===== config.mk =====
export PLATFORM = sky130hd
export DESIGN_NAME = pipe_skid_stage
export DESIGN_NICKNAME = d
export VERILOG_FILES = /design/src/rtl/pipe_skid_stage.sv
export SDC_FILE = /design/constraint.sdc
export NUM_CORES = 1
export LEC_CHECK = 0
export CAP_MARGIN = 20
export CORE_ASPECT_RATIO = 0.6
export CORE_MARGIN = 10
export CORE_UTILIZATION = 51
export CTS_CLUSTER_DIAMETER = 50
export DETAILED_ROUTE_END_ITERATION = 8
export HOLD_SLACK_MARGIN = 0.02
export PLACE_DENSITY = 0.78
export SKIP_CTS_REPAIR_TIMING = 1
export SLEW_MARGIN = 40
export SYNTH_ARGS = -nofsm -noshare
export SYNTH_HDL_FRONTEND = slang
export SYNTH_SLANG_ARGS = --single-unit

===== constraint.sdc =====
create_clock -name clk -period 2.3 [get_ports clk]
set_clock_uncertainty 0.1 [all_clocks]
set_input_delay 0.345 -clock clk [delete_from_list [all_inputs] [get_ports clk]]
set_output_delay 0.345 -clock clk [all_outputs]
set_load 0.005 [all_outputs]

===== src/rtl/pipe_skid_stage.sv =====
// Two-entry skid buffer pipeline stage with registered ready and NOP bubbles.
// Define PIPE_SKID_STATS_EN to add the stall_cnt / bubble_cnt counters.
module pipe_skid_stage #(
  parameter int          DATA_W    = 160,
  parameter logic [DATA_W-1:0] NOP_VALUE = '0
) (
  input  logic              clk,
  input  logic              rst,
  input  logic              in_valid,
  output logic              in_ready,
  input  logic [DATA_W-1:0] in_data,
  output logic              out_valid,
  input  logic              out_ready,
  output logic [DATA_W-1:0] out_data,
  input  logic              flush
`ifdef PIPE_SKID_STATS_EN
  ,
  output logic [31:0]       stall_cnt,
  output logic [31:0]       bubble_cnt
`endif
);

  typedef enum logic [1:0] {
    EMPTY = 2'd0,
    ONE   = 2'd1,
    FULL  = 2'd2
  } state_t;

  state_t            state;
  logic [DATA_W-1:0] skid;
  logic              in_xfer;
  logic              out_xfer;

  assign in_xfer  = in_valid & in_ready;
  assign out_xfer = out_valid & out_ready;

  // out_data doubles as the main entry; it holds NOP_VALUE when empty
  always_ff @(posedge clk) begin
    if (rst || flush) begin
      state     <= EMPTY;
      out_valid <= 1'b0;
      out_data  <= NOP_VALUE;
      in_ready  <= 1'b1;
      skid      <= NOP_VALUE;
    end else begin
      unique case (state)
        EMPTY: begin
          if (in_xfer) begin
            out_data  <= in_data;
            out_valid <= 1'b1;
            state     <= ONE;
          end
        end
        ONE: begin
          if (in_xfer && out_xfer) begin
            out_data <= in_data;
          end else if (in_xfer) begin
            skid     <= in_data;
            in_ready <= 1'b0;
            state    <= FULL;
          end else if (out_xfer) begin
            out_data  <= NOP_VALUE;
            out_valid <= 1'b0;
            state     <= EMPTY;
          end
        end
        FULL: begin
          if (out_xfer) begin
            out_data <= skid;
            skid     <= NOP_VALUE;
            in_ready <= 1'b1;
            state    <= ONE;
          end
        end
        default: begin
          state     <= EMPTY;
          out_valid <= 1'b0;
          out_data  <= NOP_VALUE;
          in_ready  <= 1'b1;
        end
      endcase
    end
  end

`ifdef PIPE_SKID_STATS_EN
  // counters ignore flush so redirect cost stays visible
  always_ff @(posedge clk) begin
    if (rst) begin
      stall_cnt  <= '0;
      bubble_cnt <= '0;
    end else begin
      if (out_valid && !out_ready)
        stall_cnt <= stall_cnt + 32'd1;
      if (!out_valid && out_ready)
        bubble_cnt <= bubble_cnt + 32'd1;
    end
  end
`endif

endmodule


==> results.ini <==
[status]
status = finished clean

[clocking]
cts_root_buf = clkbuf_16
insertion_delay_ns = 0.52
htreeDepth = 2
cts_buffers = 35
cts.path.max_buffers = 3
cts.clk_slew.worst_paths_ns = 0.06
cts_sinks = 324
cts_tree = done

[synthesis]
synthMuxAreaShare_pct = 10.9
netlist_instances = 1831
synthXorXnorAreaFrac_pct = 0
ys_seq_elements = 324
netlist-cell-type-count = 31
syn_avg_cell_area_um2 = 8.08
synthSimpleGateAreaFrac_pct = 13.1
synth_compound_area_share_pct = 26.4
synthFlopType = dfxtp_1
synth-async-reset-ratio_pct = 0
synth_area_um2 = 14800
synth-seq-area-share_pct = 43.8
synth_nets = 1996
synth-edff-count = 0
synth_warnings = 0
synth-adder-area-share_pct = 0
synth_top_family_by_area = compound AO/OA/AOI/OAI gates

[drt]
finalWirelength_mm = 50.6
drc = 0
dr.pass1.iters = 5
drt_iter0_markers = 1659
vias_per_cell = 6.13
vias = 15000
wl_per_cell_um = 20.7
ant_nets = 0

[place]
postPlaceCellArea_um2 = 18400
placed_cells = 2382
routabilityCongestion = 0.815
dp_hpwl_mm = 31.5
port_buffers = 326

[sta]
worstMarginPinSlew_ns = 0.840
slew_violations = 0
min_period_ns = 2.07
finalSetupViolations = 0
hold_ws_ns = 0.196
rsz0062_at_grt = no
finalCritPeriodShare_pct = 89.8
clock.fmax_ghz = 0.484
hold_viol = 0
final.setup.tns_ns = 0
slew_headroom_pct = 44.0

[die]
die_y_um = 152
die_w_um = 240
core.rowCount = 48
core-area_um2 = 28600
die-area_um2 = 36500
initial_core_util_pct = 51.7
io-pin-count = 327

[worst_setup_path]
r2r_end = out_data[157]
worstSetupStartpointType = flop
cp_max_fo = 5
rrSetupSlack_ns = 0.25
cp.arrival_ns = 1.62
slowest_delay_ns = 0.54
reg2reg_from = state[1]
rr_worst_depth = 5
slowest_stage = clkdlybuf4s50_1
cp_cell_sequence = buf_4 > clkdlybuf4s50_1
critPathKind = flop to output pin
critical_path_required_ns = 1.86
setup.worst_path.end_class = output pin

[pwr]
peakVddDrop_v = 0.000544
p_leak_nw = 6.50
p_per_area_nw_per_um2 = 687

[global_route]
antenna_found_initial = 9
grt_usage_pct = 26.1
overflow = 0
grt_pass1_wl_mm = 79.5
grt_start_max_net_pins = 108
grt_pass1_vias = 14200

[cells_and_area]
nets = 2209
final_cells = 2446
layout_common_cells = clkdlybuf4s50_1 (325), nand2_1 (324), dfxtp_1 (322)
area_growth_pct = 32.6
final_cell_area_um2 = 19600
final_common_cell = clkdlybuf4s50_1
drive_gt1_share_pct = 5.28

[hold_path]
hold_path_class = input pin to flop
min_from = out_ready
min_to = out_data[9]
whs_path_depth = 5

[run]
maxCapViolCount = 0

[sequential cells by signal, indices dropped and copies added (netlist names)]
register,cells
skid,160
state,2
out_valid,1
out_data,160
in_ready,1
[stage by stage]
stage,utilization (%),total power [mW],setup slack (ns)
6_report,68.5,13.5,0.234
3_3_place_gp,64.4,7.74,0.106
4_1_cts,68.5,13.5,0.230
2_1_floorplan,-,6.86,0.626
5_1_grt,68.5,14.0,0.159
3_5_place_dp,64.4,7.78,0.0159
[area by class of cell]
type / instances / area (µm²)
diodes: 5 / 12.5
clock buffers: 49 / 1040
clock inverters: 10 / 131
fillers: 2298 / 9020
multi-input cells: 1312 / 7480
flip-flops and latches: 324 / 6490
well taps: 375 / 469
repair buffers: 371 / 4000
[synthesized netlist by cell type (10+ instances only)]
cell type  number  area [µm²]
clkbuf_2       10        50.1
mux2i_1       161        1610
a21oi_1       163         816
nand2_1       324        1220
o21ai_0        61         305
clkbuf_1      103         387
dfxtp_1       324        6490
buf_2          65         325
o21ai_1       100         500
o22ai_1       160        1000
nor2_1        163         612
buf_4          11        82.6
a22oi_1       160        1200
[power by group]
part | internal, mW | leakage (nW) | switching (mW)
clock network | 3.49 | 0.579 | 2.31
logic | 0.858 | 3.29 | 1.01
registers | 5.73 | 2.62 | 0.0756
total | 10.1 | 6.50 | 3.40
[worst max-delay path: cells and delay by family (launching register included)]
kind	cells	cell delay, ns
flip-flops	1	0.41
buffers and inverters	2	0.72
[worst max-delay path by stage]
stage | start | end | slack, ns | cells past startpoint
after floorplan | state[1] | skid[59] | 0.63 | 8
after global placement | in_valid | skid[88] | 0.11 | 6
after detailed placement | in_valid | skid[110] | 0.02 | 6
after CTS | out_valid | out_valid | 0.23 | 2
after global routing | state[1] | out_data[148] | 0.16 | 5
final | out_valid | out_valid | 0.23 | 2
[cells by family after synthesis]
kind of cell | count (synthesis)
DFF | 324
buffers and inverters | 195
and+or+nand+nor | 500
AOI/OAI and AO/OA | 651
muxes | 161
[layer usage]
metal	vias up	track usage, %	routed length [µm]
li1	6961	-	-
met1	7239	34.2	21100
met2	684	41.1	23700
met3	110	5.76	3920
met4	8	10.5	1790
met5	-	0	60
No activity file was read; power rests on OpenSTA's default activity.
